### config.mk
export PLATFORM = sky130hd
export DESIGN_NAME = maxnet_core
export DESIGN_NICKNAME = d
export VERILOG_FILES = /design/src/rtl/maxnet_core.sv
export SDC_FILE = /design/constraint.sdc
export NUM_CORES = 2
export LEC_CHECK = 0
export CORE_MARGIN = 2
export CORE_UTILIZATION = 55
export CTS_CLUSTER_DIAMETER = 200
export CTS_CLUSTER_SIZE = 28
export DETAILED_ROUTE_END_ITERATION = 12
export PLACE_DENSITY = 0.72
export SLEW_MARGIN = 10
export SYNTH_ARGS = -nofsm -noshare
export SYNTH_HDL_FRONTEND = slang
export SYNTH_SLANG_ARGS = --single-unit
### constraint.sdc
create_clock -name clk -period 37.1 [get_ports clk]
set_input_delay 9.275 -clock clk [delete_from_list [all_inputs] [get_ports clk]]
set_output_delay 9.275 -clock clk [all_outputs]
set_load 0.01 [all_outputs]
### src/rtl/maxnet_core.sv
// maxnet_core: iterative Maxnet winner-take-all engine.
//
// Captures N signed activations (negatives clamp to zero) plus an unsigned
// Q.FRAC inhibition weight, then applies lateral inhibition once per cycle
// until at most one neuron stays non-zero. The winner index, value and
// iteration count are presented together with a one-cycle done / ld_out
// strobe that loads the downstream result registers.
//
// Optional feature (macro MAXNET_TIMEOUT_EN): caps the run at MAX_ITER
// iterations. On the cap, timeout is raised and the lowest-index maximum
// activation is reported. Without the macro, timeout is tied to 0.
//
// Ports:
//   clk         rising-edge clock
//   rst         synchronous active-high reset
//   start       begin a competition (honoured only when idle)
//   x_in        N packed signed activations, neuron i at [i*XLEN +: XLEN]
//   eps         inhibition weight, unsigned Q.FRAC, sampled with start
//   busy        high from the cycle after start until the done cycle
//   done        one-cycle completion pulse
//   ld_out      copy of done, load enable for the result registers
//   winner_idx  index of the surviving neuron
//   winner_val  final activation of that neuron
//   no_winner   every activation reached zero
//   iter_count  number of inhibition iterations performed
//   timeout     iteration cap reached (feature build only)

module maxnet_core #(
    parameter int unsigned N        = 4,
    parameter int unsigned XLEN     = 16,
    parameter int unsigned FRAC     = 8,
    parameter int unsigned MAX_ITER = 255,
    parameter int unsigned CW       = 8
) (
    input  logic                                clk,
    input  logic                                rst,
    input  logic                                start,
    input  logic [N*XLEN-1:0]                   x_in,
    input  logic [XLEN-1:0]                     eps,
    output logic                                busy,
    output logic                                done,
    output logic                                ld_out,
    output logic [((N > 1) ? $clog2(N) : 1)-1:0] winner_idx,
    output logic [XLEN-1:0]                     winner_val,
    output logic                                no_winner,
    output logic [CW-1:0]                       iter_count,
    output logic                                timeout
);

    localparam int unsigned IW   = (N > 1) ? $clog2(N) : 1;
    localparam int unsigned SW   = XLEN + $clog2(N);   // sum of all activations
    localparam int unsigned PW   = XLEN + SW;          // full eps * partial-sum product
    localparam int unsigned CNTW = $clog2(N + 1);      // non-zero neuron count

    typedef enum logic [1:0] {StIdle, StLoad, StIter, StDone} state_e;

    state_e          state;
    logic [XLEN-1:0] act [N];
    logic [XLEN-1:0] eps_q;

    // ------------------------------------------------------------------
    // Input clamp: negative activations enter the network as zero.
    // ------------------------------------------------------------------
    logic [XLEN-1:0] clamped [N];

    always_comb begin
        for (int i = 0; i < N; i++) begin
            clamped[i] = x_in[i*XLEN + XLEN - 1] ? '0 : x_in[i*XLEN +: XLEN];
        end
    end

    // ------------------------------------------------------------------
    // One inhibition step computed from the current activations.
    // ------------------------------------------------------------------
    logic [SW-1:0]   sum;
    logic [SW-1:0]   others [N];
    logic [PW-1:0]   inh    [N];
    logic [XLEN-1:0] act_nxt [N];

    always_comb begin
        sum = '0;
        for (int i = 0; i < N; i++) begin
            sum = sum + SW'(act[i]);
        end
    end

    always_comb begin
        for (int i = 0; i < N; i++) begin
            others[i] = sum - SW'(act[i]);
            inh[i]    = (PW'(eps_q) * PW'(others[i])) >> FRAC;
            // When act > inh the inhibition fits in XLEN bits, so the slice is exact.
            act_nxt[i] = (PW'(act[i]) > inh[i]) ? (act[i] - inh[i][XLEN-1:0]) : '0;
        end
    end

    // ------------------------------------------------------------------
    // Non-zero counts for the current and the next activations.
    // ------------------------------------------------------------------
    logic [CNTW-1:0] nz_cur;
    logic [CNTW-1:0] nz_nxt;

    always_comb begin
        nz_cur = '0;
        nz_nxt = '0;
        for (int i = 0; i < N; i++) begin
            nz_cur = nz_cur + CNTW'(act[i] != '0);
            nz_nxt = nz_nxt + CNTW'(act_nxt[i] != '0);
        end
    end

    // ------------------------------------------------------------------
    // Lowest-index maximum. With a single survivor this is the survivor;
    // with none it is index 0 / value 0; after a timeout it is the leader.
    // ------------------------------------------------------------------
    logic [IW-1:0]   max_idx;
    logic [XLEN-1:0] max_val;

    always_comb begin
        max_idx = '0;
        max_val = act[0];
        for (int i = 1; i < N; i++) begin
            if (act[i] > max_val) begin
                max_val = act[i];
                max_idx = IW'(i);
            end
        end
    end

    logic [CW-1:0] iter_inc;
    assign iter_inc = iter_count + CW'(1);

`ifdef MAXNET_TIMEOUT_EN
    localparam logic [CW-1:0] IterCap = CW'(MAX_ITER);
`else
    logic [CW-1:0] unused_max_iter;
    assign unused_max_iter = CW'(MAX_ITER);
    assign timeout         = 1'b0;
`endif

    // ------------------------------------------------------------------
    // Control FSM with registered outputs. The done strobe is issued on
    // the edge that leaves StDone, so it coincides with the return to idle.
    // ------------------------------------------------------------------
    always_ff @(posedge clk) begin
        if (rst) begin
            state      <= StIdle;
            busy       <= 1'b0;
            done       <= 1'b0;
            ld_out     <= 1'b0;
            winner_idx <= '0;
            winner_val <= '0;
            no_winner  <= 1'b0;
            iter_count <= '0;
            eps_q      <= '0;
            for (int i = 0; i < N; i++) begin
                act[i] <= '0;
            end
`ifdef MAXNET_TIMEOUT_EN
            timeout    <= 1'b0;
`endif
        end else begin
            done   <= 1'b0;
            ld_out <= 1'b0;
            unique case (state)
                StIdle: begin
                    if (start) begin
                        for (int i = 0; i < N; i++) begin
                            act[i] <= clamped[i];
                        end
                        eps_q      <= eps;
                        iter_count <= '0;
                        no_winner  <= 1'b0;
                        busy       <= 1'b1;
`ifdef MAXNET_TIMEOUT_EN
                        timeout    <= 1'b0;
`endif
                        state      <= StLoad;
                    end
                end
                StLoad: begin
                    state <= (nz_cur <= CNTW'(1)) ? StDone : StIter;
                end
                StIter: begin
                    for (int i = 0; i < N; i++) begin
                        act[i] <= act_nxt[i];
                    end
                    iter_count <= iter_inc;
                    if (nz_nxt <= CNTW'(1)) begin
                        state <= StDone;
                    end
`ifdef MAXNET_TIMEOUT_EN
                    else if (iter_inc == IterCap) begin
                        timeout <= 1'b1;
                        state   <= StDone;
                    end
`endif
                end
                StDone: begin
                    done       <= 1'b1;
                    ld_out     <= 1'b1;
                    busy       <= 1'b0;
                    winner_idx <= max_idx;
                    winner_val <= max_val;
                    no_winner  <= (nz_cur == '0);
                    state      <= StIdle;
                end
                default: state <= StIdle;
            endcase
        end
    end

endmodule
# [Yosys cells after proc, flatten, opt, wreduce, memory -nomap -nowiden]
# Memories as Yosys holds them, arrays and structs flattened.
# Index checks and enable logic that the tools add are counted.
[word_totals] ff_bits=47 ramBits=64 in_bits=83 output_inout_bits=31 elab_cells=111 n_memories=1
[memory_table] memory="act" depth=4 width=16 read_ports=4 rd_ports_with_merged_regs=0 write_ports=4 line_no="58" rtl="logic [XLEN-1:0] act [N];"
[op_classes] add_sub_neg=18 multipliers=4 order_cmp=9 eq_ne=5 n_mux=42 bitwise=8 n_reduce_logical=16
[ops] operator="16-bit 2-to-1 mux" n=15
[ops] operator="16-bit by 18-bit multiplier with 34-bit output" n=4
[ops] operator="16-bit nonzero test" n=8
[ops] operator="16-bit by 26-bit greater-than comparator with 1-bit output" n=4
[ops] operator="18-bit by 16-bit subtractor with 18-bit output" n=4
[ops] operator="16-bit subtractor" n=4
[ops] operator="15-bit 2-to-1 mux" n=4
[ops] operator="16-bit greater-than comparator" n=3
[ops] operator="17-bit by 16-bit adder with 18-bit output" n=1
[ops] operator="18-bit by 16-bit adder with 18-bit output" n=1
[ops] operator="16-bit by 16-bit adder with 17-bit output" n=1
[ops] operator="8-bit one-hot mux with 2 select lines" n=1
[ops] operator="1-bit 2-to-1 mux" n=14
[ops] operator="8-bit by 1-bit adder with 8-bit output, second input constant" n=1
[ops] operator="2-bit 2-to-1 mux" n=4
[ops] operator="8-bit 2-to-1 mux" n=1
[ops] operator="1-bit OR" n=8
[ops] operator="2-bit one-hot mux with 4 select lines" n=1
[ops] operator="2-bit AND reduction" n=4
[ops] operator="2-bit by 1-bit adder with 3-bit output" n=2
[ops] operator="3-bit by 1-bit adder with 3-bit output" n=2
[ops] operator="3-bit by 1-bit <= comparator with 1-bit output, second input constant" n=2
[ops] operator="1-bit by 1-bit adder with 2-bit output" n=2
[ops] operator="2-bit equality test, second input constant" n=2
[ops] operator="6 further kinds" n=9

# [Longest topological paths before layout]
# An unclocked memory read counts as a cell.
[depth] ltp_word=15 ltp_mapped=59 depth_no_buf=58

# [Least setup slack after synthesis]
# OpenSTA, ideal clock, no wires.
[synth_timing] path_type="flip-flop to flip-flop" start="memory act[3][1]" end="register state[0]" setup_time_ns=0.114 arrival_ns=13.164 t_required_ns=36.986 path_slack_ns=23.822 stages_incl_launch_ff=56 path_buffers=2 synth_period_minus_slack_ns=13.278 path_cell_list="edfxtp_1 inv_1 fa_1 fa_1 inv_1 ha_1 inv_1 fa_1 nor2b_1 o21ai_0 a21boi_0 o21ai_0 a21oi_1 a211oi_1 or2_2 xnor2_1 ha_1 and2_1 [20 not listed] o21ai_0 o41a_4 nor2b_1 o21a_1 or2_2 ha_1 nand4_1 o21a_1 a31oi_1 xor2_1 or4_1 or4_1 nor3_1 a211o_1 fa_1 a41oi_1 a21oi_1 a2111oi_0"
[synth_rtl] item="start, declared" line_no="58"
[synth_rtl] item="end signal, assigned" line_no="146" rtl="state <= StIdle;"
[synth_rtl] item="end signal, assigned" line_no="177" rtl="state <= StLoad;"
[synth_rtl] item="end signal, assigned" line_no="181" rtl="state <= (nz_cur <= CNTW'(1)) ? StDone : StIter;"
[synth_rtl] item="end, declared" line_no="57" rtl="state_e state;"

==> qor.csv <==
metric,value,unit
Die X,308,um
status,"finished, final reports clean",
prevailing post-synth register cell,edfxtp_1,
initial DRC count,3107,
Final Hold Viols,0,
# nets final,7548,
DP HPWL,113000,um
Residual DRC,0,
most instantiated cells after synthesis,"1,199 x inv_1, 926 x fa_1, 801 x nand2_1",
simple-gate portion of the synthesized area,17.9,%
XOR/XNOR share of the synthesized area,3.54,%
Yosys cell types,86,
largest net degree at the start of global routing,52,
Max Root-Sink Buffers,2,
Synth area leaders,"fa_1 37%, ha_1 15%, inv_1 8.9%, nand2_1 5.9%, and2_1 5.7%",
CP Launch Type,flop,
H-tree Lvls,3,
Synth Area in Compound Gates,10.2,%
vias in the first global route,42600,
achievable frequency,68.5,MHz
adder-cell area share of the yosys netlist,51.7,%
Vert. Die Dim,308,um
Clock Skew,0.0356,ns
layout cell share with drive strength beyond 1,3.44,%
"FF+latch count, synth",111,
core region area,91500,um^2
CP Capture Type,flop,
reg2reg start,act[3][1]$_DFFE_PP_,
Starting Density,55.4,%
mux cell area share after synthesis,0.326,%
max-cap viol count,0,
Post-CTS Setup Repair Bufs,0,
worst skew pair latency,0.40,ns
Final GP Congestion,0.992,
Port-buffer cells,112,
Rel. slew slack,13.7,%
Synth Instances,5923,
"count leader, synth",inv_1,
worst hold path stage count,2,
"Reg clk slew, reported paths",0.11,ns
post-synth net total,7545,
Hold Buf Count CTS,0,
synthesized area per cell,8.56,um^2
Worst Path Arrival,14.87,ns
Routed Antenna Nets,0,
worst reg2reg endpoint,state[0]$_SDFFE_PP0P_,
GRT Util Overall,31.0,%
total wire length,142000,um
CP required,37.36,ns
type of the worst setup path,flop to flop,
antenna violations before repair,7,
Filler Cell Count,8076,
Worst R2R Setup Slack,22.50,ns
cells on worst reg2reg path,54,
wire per inst,20.0,um
first-pass GRT wire length,231000,um
largest family of logic cells by synthesized area,adder cells,
CTS tree,built,
post-CTS sizing,0,
Post-Syn Area,50700,um^2
Critical Path Slowest Stage Cell,xnor2_1,
Inserted Clock Buffers,9,
"Setup violations, final",0,
Area growth syn-to-layout,5.95,%
largest area contributor in the netlist,fa_1,
Yosys top cell area share,36.6,%
I/O pins,114,
RSZ-0062 raised after global routing,false,
first-pass iteration count of the detailed router,6,
hold path endpoint,winner_val[6]$_SDFFE_PP0P_,
CTS root buffer,clkbuf_16,
Die Footprint,94600,um^2
Total Neg Setup Slack,0,ns
TritonCTS Sinks,111,
HP Start,winner_val[6]$_SDFFE_PP0P_,
YS warnings,0,
Final Cycle Share,39.4,%
number of flops mapped to enable cells by yosys,63,
final slew viol count,0,
Hold WC Path Type,flop to flop,
Crit path largest cell delay,0.65,ns
Worst path most repeated cell,fa_1,
via count,41400,
row cnt,111,
crit-path max FO,16,
grt total ovfl,0,
crit path time final,14.60,ns
sequential share of the synthesized area,5.63,%
asr flop ratio synth,0,%
via/cell ratio,5.80,
pin slew with the least headroom to its limit,1.28,ns
==> how the worst max path moves through the flow <==
stage / from / cells after the start / end
CTS: act[3][1]$_DFFE_PP_ / 54 / state[0]$_SDFFE_PP0P_
finish: act[3][1]$_DFFE_PP_ / 54 / state[0]$_SDFFE_PP0P_
detailed placement: act[3][1]$_DFFE_PP_ / 54 / state[0]$_SDFFE_PP0P_
global route: act[3][1]$_DFFE_PP_ / 55 / state[0]$_SDFFE_PP0P_
global placement: act[3][1]$_DFFE_PP_ / 54 / state[0]$_SDFFE_PP0P_
floorplan: act[3][1]$_DFFE_PP_ / 55 / state[0]$_SDFFE_PP0P_
==> layout by cell type, fill, tap and decap left out, types with 12 or more instances in the layout <==
cell             synthesis  routed
or2_2                   15      15
buf_4                    2     120
inv_1                 1199    1199
a22o_1                  58      58
and2_1                 461     461
a21oi_1                200     197
ha_1                   613     613
nor2b_1                 68      68
mux2i_1                 12      12
o21ai_1                 26      26
nand4_1                 47      47
nor4_1                  29      29
nand3_1                 70      70
xnor2_1                125     123
a311oi_1                19      19
or3_1                   17      17
or4_1                   13      13
nand2b_1                33      33
dfxtp_1                 48      32
and3_1                  19      19
a21o_1                 118     118
dfxtp_2                  0      16
xor2_1                  80      75
o21a_1                  46      46
fa_1                   926     926
nor3_1                  56      54
a31oi_1                 12      12
o21ai_0                 92      92
nor2_1                 183     182
clkdlybuf4s50_1          0     112
a211oi_1                48      48
o21bai_1                18      18
nand2_1                801     801
edfxtp_1                63      63
o31ai_1                 18      18
==> metal layers <==
metal	GRT usage [%]	share of wire, %	vias to the layer above	routed length (um)
met5	0	0	-	0
met4	9.51	3.4	0	4880
met3	6.20	9.5	293	13500
met2	48.7	45	1675	63700
met1	43.4	42	20800	60300
li1	-	-	18600	-
==> state kept, by name, summed over array words and instances (netlist names) <==
register    count
ld_out          1
busy            1
eps_q          16
winner_val     16
iter_count      8
act            64
state           2
no_winner       1
winner_idx      2
==> worst max-delay path: cells and delay by family, from the launching register on <==
family / cells / cell delay [ns]
simple gates: 9 / 1.96
flops: 1 / 0.51
compound gates: 21 / 4.22
fa+ha+maj: 14 / 6.10
xor+xnor: 3 / 0.96
buf+inv: 7 / 0.71
==> cell type report <==
| class | count | area [um^2] | area share [%] |
|---|---|---|---|
| Multi-Input combinational cell | 4373 | 42500 | 79.1 |
| Inverter | 1199 | 4500 | 8.38 |
| Sequential cell | 111 | 2870 | 5.35 |
| Timing Repair Buffer | 232 | 2020 | 3.76 |
| Tap cell | 1186 | 1480 | 2.76 |
| Clock buffer | 9 | 225 | 0.419 |
| Clock inverter | 7 | 81.3 | 0.151 |
| Antenna cell | 7 | 17.5 | 0.0326 |
==> logic make-up after synthesis <==
group / Yosys count
compound gates: 761
xor+xnor: 205
fa+ha+maj: 1539
buf+inv: 1439
flops: 111
mux: 16
other cells: 1
simple gates: 1851
==> stage by stage <==
stage                     worst slack [ns]  area (um^2)  hold slack, ns  util [%]  std cells
final                                22.50        53700           0.490      58.7       7124
after global routing                 21.61        53700           0.523      58.7       7124
after CTS                            22.60        53700           0.493      58.7       7117
after detailed placement             22.67        53400           0.480      58.3       7101
after global placement               22.95        53400           0.471      58.3       7101
after floorplan                      23.82        50700           0.502         -       5923
Power is left out: the tool's default activity adds up to more than one toggle a clock period on the data nets, which glitch-free logic cannot reach.
